==> src/rtl/dice_button_arbiter.sv <==
// dice_button_arbiter: synchronise, debounce and arbitrate buttons into one locked owner; LONG_PRESS_EN builds the long_press hold counter
module dice_button_arbiter #(
  parameter int NBTN       = 7,
  parameter int DEB_TICKS  = 3,
  parameter int LONG_TICKS = 32
)(
  input  logic            clk,
  input  logic            rst,
  input  logic            tick,
  input  logic [NBTN-1:0] btn_raw,
  output logic [NBTN-1:0] btn_held,
  output logic            any_held,
  output logic            press,
  output logic            release_pulse,
  output logic            long_press
);
  localparam int CW = $clog2(DEB_TICKS + 1);
  typedef enum logic [1:0] {IDLE, LOCKED, DRAIN} state_t;
  state_t          state, state_n;
  logic [NBTN-1:0] s1, sync, stab, held_n;
  logic [CW-1:0]   cnt [NBTN];
  logic            press_n, rel_n;
  always_ff @(posedge clk) begin
    if (rst) begin
      s1   <= '0;
      sync <= '0;
      stab <= '0;
      for (int i = 0; i < NBTN; i++) cnt[i] <= '0;
    end else begin
      s1   <= btn_raw;
      sync <= s1;
      if (tick)
        for (int i = 0; i < NBTN; i++) begin
          cnt[i]  <= (sync[i] != stab[i] && cnt[i] != CW'(DEB_TICKS - 1)) ? cnt[i] + 1'b1 : '0;
          stab[i] <= (sync[i] != stab[i] && cnt[i] == CW'(DEB_TICKS - 1)) ? ~stab[i] : stab[i];
        end
    end
  end
  always_comb begin
    state_n = state;
    held_n  = btn_held;
    press_n = 1'b0;
    rel_n   = 1'b0;
    if (state == IDLE && |stab) begin
      state_n = LOCKED;
      held_n  = stab & (~stab + 1'b1);
      press_n = 1'b1;
    end else if (state == LOCKED && !(|(stab & btn_held))) begin
      state_n = DRAIN;
      held_n  = '0;
      rel_n   = 1'b1;
    end else if (state == DRAIN && !(|stab)) begin
      state_n = IDLE;
    end
  end
  always_ff @(posedge clk) begin
    if (rst) begin
      state         <= IDLE;
      btn_held      <= '0;
      any_held      <= 1'b0;
      press         <= 1'b0;
      release_pulse <= 1'b0;
    end else begin
      state         <= state_n;
      btn_held      <= held_n;
      any_held      <= |held_n;
      press         <= press_n;
      release_pulse <= rel_n;
    end
  end
`ifdef LONG_PRESS_EN
  localparam int HW = $clog2(LONG_TICKS + 1);
  logic [HW-1:0] hcnt, hcnt_n;
  logic          long_n;
  always_comb begin
    hcnt_n = (state == IDLE) ? '0 :
             (state == LOCKED && tick && hcnt != HW'(LONG_TICKS)) ? hcnt + 1'b1 : hcnt;
    long_n = !rel_n && ((state == LOCKED && hcnt_n == HW'(LONG_TICKS)) || long_press);
  end
  always_ff @(posedge clk) begin
    if (rst) begin
      hcnt       <= '0;
      long_press <= 1'b0;
    end else begin
      hcnt       <= hcnt_n;
      long_press <= long_n;
    end
  end
`else
  assign long_press = 1'b0;
`endif
endmodule

==> config.mk <==
export PLATFORM = sky130hd
export DESIGN_NAME = dice_button_arbiter
export DESIGN_NICKNAME = d
export VERILOG_FILES = /design/src/rtl/dice_button_arbiter.sv
export SDC_FILE = /design/constraint.sdc
export NUM_CORES = 1
export LEC_CHECK = 0
export ABC_CLOCK_PERIOD_IN_PS = 1600
export CAP_MARGIN = 10
export CORE_MARGIN = 3
export CORE_UTILIZATION = 48
export CTS_CLUSTER_SIZE = 8
export DETAILED_ROUTE_END_ITERATION = 10
export PLACE_DENSITY = 0.82
export SLEW_MARGIN = 15
export SYNTH_ARGS = -nofsm -noshare
export SYNTH_HDL_FRONTEND = slang
export SYNTH_SLANG_ARGS = --single-unit
==> constraint.sdc <==
create_clock -name clk -period 1.6 [get_ports clk]
set_input_delay 0.32 -clock clk [delete_from_list [all_inputs] [get_ports clk]]
set_output_delay 0.32 -clock clk [all_outputs]
set_load 0.02 [all_outputs]
Word level (Yosys, flattened, before mapping)
Memories as Yosys holds them, arrays and structs flattened.
Cells that the tools add are included.
{"block": "classes", "n_addsub": 8, "eq_ne": 23, "muxes": 26, "n_bitwise": 17, "n_reduce_logical": 33}
{"cell": "two-way mux 2 bit", "n": 16}
{"cell": "OR reduction 7 bit", "n": 3}
{"cell": "logical AND 1 bit", "n": 17}
{"cell": "equality test 2 bit, second input constant", "n": 8}
{"cell": "adder 2 x 1 -> 2 bit, second input constant", "n": 7}
{"cell": "AND 7 bit", "n": 2}
{"cell": "two-way mux 7 bit", "n": 2}
{"cell": "inequality test 2 bit, second input constant", "n": 7}
{"cell": "AND reduction 2 bit", "n": 7}
{"cell": "two-way mux 1 bit", "n": 8}
{"cell": "adder 7 x 1 -> 7 bit, second input constant", "n": 1}
{"cell": "inequality test 1 bit", "n": 7}
{"cell": "NOT 1 bit", "n": 7}
{"cell": "NOT 7 bit", "n": 1}
{"cell": "bitwise OR 1 bit", "n": 7}
{"cell": "nonzero test 3 bit", "n": 1}
{"cell": "equality test 2 x 1 -> 1 bit, second input constant", "n": 1}
{"cell": "zero test 1 bit", "n": 2}
{"cell": "zero test 2 bit", "n": 1}
{"cell": "nonzero test 2 bit", "n": 1}
{"cell": "OR reduction 2 bit", "n": 1}
{"block": "word_totals", "register_bits": 33, "ramBits": 14, "inputBits": 10, "output_inout_bits": 11, "mem_count": 1}
{"memory": "cnt", "depth": 7, "width": 2, "read_ports": 7, "rd_clocked_by_memory_dff": 0, "write_ports": 7, "line_no": "21", "source": "logic [CW-1:0] cnt [NBTN];"}

Depth between registers and ports, before layout
{"block": "depth", "depth_word": 7, "ltp_mapped": 5, "depth_no_buf": 5}

Worst setup path before layout
OpenSTA, ideal clock, no wires.
{"block": "synth_timing", "path_kind": "register to register", "from": "register stab[1]", "to": "register btn_held[1]", "setup_ns": 0.088, "t_arrival_ns": 1.672, "t_required_ns": 1.512, "setup_slack_ns": -0.160, "stages_incl_launch_ff": 6, "n_path_buf": 1, "synth_period_minus_slack_ns": 1.760, "path_cell_list": "dfxtp_1 -> buf_6 -> or4_4 -> o41ai_4 -> o21ai_2 -> o32ai_2"}
{"block": "synth_between", "elab_chain_cells": 6, "elab_cells_between_ends": 11, "cone_classes": "1 x add/sub; 2 x mux; 3 x bitwise; 5 x reduce/logical"}
{"item": "start, declared", "line_no": "20", "source": "logic [NBTN-1:0] s1, sync, stab, held_n;"}
{"item": "start signal, assigned by index", "line_no": "35", "source": "stab[i] <= (sync[i] != stab[i] && cnt[i] == CW'(DEB_TICKS - 1)) ? ~stab[i] : stab[i];"}
{"item": "parallel branches: the longest is 5 deep, another holds adder 7 x 1 -> 7 bit"}
{"item": "two-way mux 7 bit *", "line_no": "44", "source": "if (state == IDLE && |stab) begin"}
{"item": "end signal, assigned", "line_no": "65", "source": "btn_held <= held_n;"}
{"item": "end, declared", "line_no": "11", "source": "output logic [NBTN-1:0] btn_held,"}
Every way passes the cells marked *.
A chain may end at the register's enable or synchronous reset.

Worst setup path in the final report
{"block": "layout_timing", "from": "register stab[3]", "to": "register btn_held[6]"}
Same word-level chain as after synthesis.

==> metrics.yaml <==
status: "complete, but fails checks"
violations: "setup timing"
setup_viol_count_final: 7
ios: 21
final_antenna_net_count: 0
synth_enable_flop_cells: 14
arrival_ps: 1900
finalWirelength_microns: 3721
drt_iter0_markers: 55
hold_class: "reg2reg"
fin_nets: 235
period_needed_ps: 1675
fin_ws_ps: -75.06
drv_slew: 0
die-area_sq_um: 4862
vias_per_cell: 5.446
synthCells: 187
layout-drive-gt1-share: 0.1598
maxCapViolCount: 0
vias: 1454
critPathBufInv: 1
synth_cell_types: 35
path_clk_slew_ps: 90
placedCellCount: 257
cts_tree: "built"
fillers: 325
wl_per_cell_microns: 13.94
p_leak_uw: 0.0008824
cts-root-buf: "clkbuf_8"
crit_type: "reg2reg"
rsz0062_at_grt: "true"
h-tree-depth: 2
gr-usage-all-layers: 0.1702
cts_buffer_depth: 2
cts_inserted_buffers: 5
total_power_uw: 2370
syn_nets: 204
rows: 22
area_growth_pct: 22.59
start_util: 0.5132
grt_max_degree: 31
critPathTopFamily: "simple AND/OR/NAND/NOR gates"
timing.critical_path.slowest_cell_delay_ps: 550
drtPass1Iterations: 4
finalNonFillerCells: 267
grt_first_pass_wirelength_microns: 6527
cts_sinks: 47
core_sq_um: 3799
tns_ps: -365.1
clk_latency_ps: 310
final.period_utilization: 1.047
ir_drop_v: 0.0007286
post-dp-hpwl_microns: 2682
async_flop_share: 0
first_global_vias: 1361
yosysSeqAreaShare: 0.5546
antenna_cells: 0
syn_avg_cell_area_sq_um: 10.42
end_kind: "flop"
hold_viol: 0
synth_ff_type: "dfxtp_1"
synth_area_sq_um: 1949
overflow: 0
place_congestion: 0.8550
fmax_mhz: 597.0
die_y_microns: 69.73
io_buffer_count: 19
antenna_found_initial: 0
ys_ff_latch: 47
crit_fanout: 3
fin_worst_skew_ps: 6.282
fin_hold_ws_ps: 442.1
post-place-ws_ps: -103.5
p_per_area_nw_per_um2: 991.6
drc: 0
critPathRequiredTime_ps: 1820
synth_warnings: 0
worst_path_max_delay_cell: "or4_4"
crit_path_cell_trace: "or4_4 > buf_4 > or3_4 > a221oi_2"
worst_setup_path_start_kind: "flop"
die_x_microns: 69.73
==> worst register-to-register path: stages (launching register included) <==
cell and delay (ps):
dfxtp_2 330, or4_4 550, buf_4 160, or3_4 320
a221oi_2 230
==> cell type report <==
type / instances / area [sq um] / share of cell area
Clock inverter: 1 / 7.507 / 0.003141
Timing Repair Buffer: 34 / 294.0 / 0.1230
Multi-Input combinational cell: 120 / 789.5 / 0.3304
Sequential cell: 47 / 1082 / 0.4529
Tap cell: 48 / 60.06 / 0.02513
Inverter: 10 / 37.54 / 0.01571
Clock buffer: 7 / 118.9 / 0.04974
==> power by group <==
group	total [uW]	internal [uW]	switching, uW
Sequential	1290	1270	20.2
Combinational	187	89.0	98.3
Clock	897	497	400
==> sequential cells by signal (all words and copies together) (netlist names) <==
signal,cells
btn_held,7
release_pulse,1
press,1
stab,7
any_held,1
sync,7
state,2
cnt,14
s1,7
==> cell usage in the layout, fill, tap and decap left out, drive strengths merged, types with 8 or more instances in the layout <==
master and instances:
nand2 19, nor2 8, nor4 13, buf 15
clkdlybuf4s50 12, a21oi 10, dfxtp 33, nor2b 14
edfxtp 14, inv 10, nand3 8
==> logic make-up (layout without fill, tap and decap cells) <==
family	after synthesis	count (layout)	share of synthesized area
compound gates	26	26	0.09949
simple gates	79	79	0.2176
buf+inv	20	52	0.05007
xor+xnor	7	7	0.03145
fa+ha+maj	7	7	0.04493
flops	47	47	0.5546
other cells	1	1	0.001924
==> through the flow <==
stage / instance area [sq um] / utilization
floorplan: 1949 / -
global placement: 2237 / 0.5889
detailed placement: 2237 / 0.5889
CTS: 2369 / 0.6235
global route: 2390 / 0.6291
finish: 2390 / 0.6291
==> repair_timing <==
| action | in CTS | in global routing |
|---|---|---|
| buffers inserted | 1 | 1 |
| cloned | 0 | 0 |
| gates resized for setup | 8 | 4 |
| pin swaps | 0 | 2 |
| setup endpoints to repair | 14 | 11 |
| hold buffers | 0 | 0 |
==> path summary, 6_finish.rpt <==
| check | from | endpoint | slack [ps] | cells after the start |
|---|---|---|---|---|
| max | stab[3] | btn_held[6] | -80 | 4 |
| max reg2reg | stab[3] | btn_held[6] | -80 | 4 |
| min | s1[0] | sync[0] | 440 | 1 |
| min reg2reg | s1[0] | sync[0] | 440 | 1 |
==> per-layer routing <==
| metal | share of wire | up-vias | GRT usage |
|---|---|---|---|
| met5 | 0 | - | 0 |
| met4 | 0.025 | 0 | 0.07872 |
| met3 | 0.053 | 9 | 0.05797 |
| met2 | 0.48 | 39 | 0.2585 |
| met1 | 0.45 | 683 | 0.2181 |
| li1 | - | 723 | - |
==> Yosys cell counts, types with 2 or more instances <==
library cell,n,area share
xnor2_1,7,0.031
nor2_1,8,0.015
dfxtp_1,33,0.34
o21ai_0,3,0.0077
a21oi_1,10,0.026
nor4_1,13,0.042
ha_1,7,0.045
nor3_1,3,0.0077
nand3_1,8,0.021
a22oi_1,3,0.012
nand4_1,2,0.0064
inv_1,10,0.019
or2_2,2,0.0064
nand2_1,19,0.037
o32ai_1,2,0.0090
a221oi_1,2,0.0090
nand2b_1,5,0.016
nor2b_1,14,0.045
clkbuf_1,7,0.013
edfxtp_1,14,0.22
Note: power is estimated with default switching activity, not from simulation.
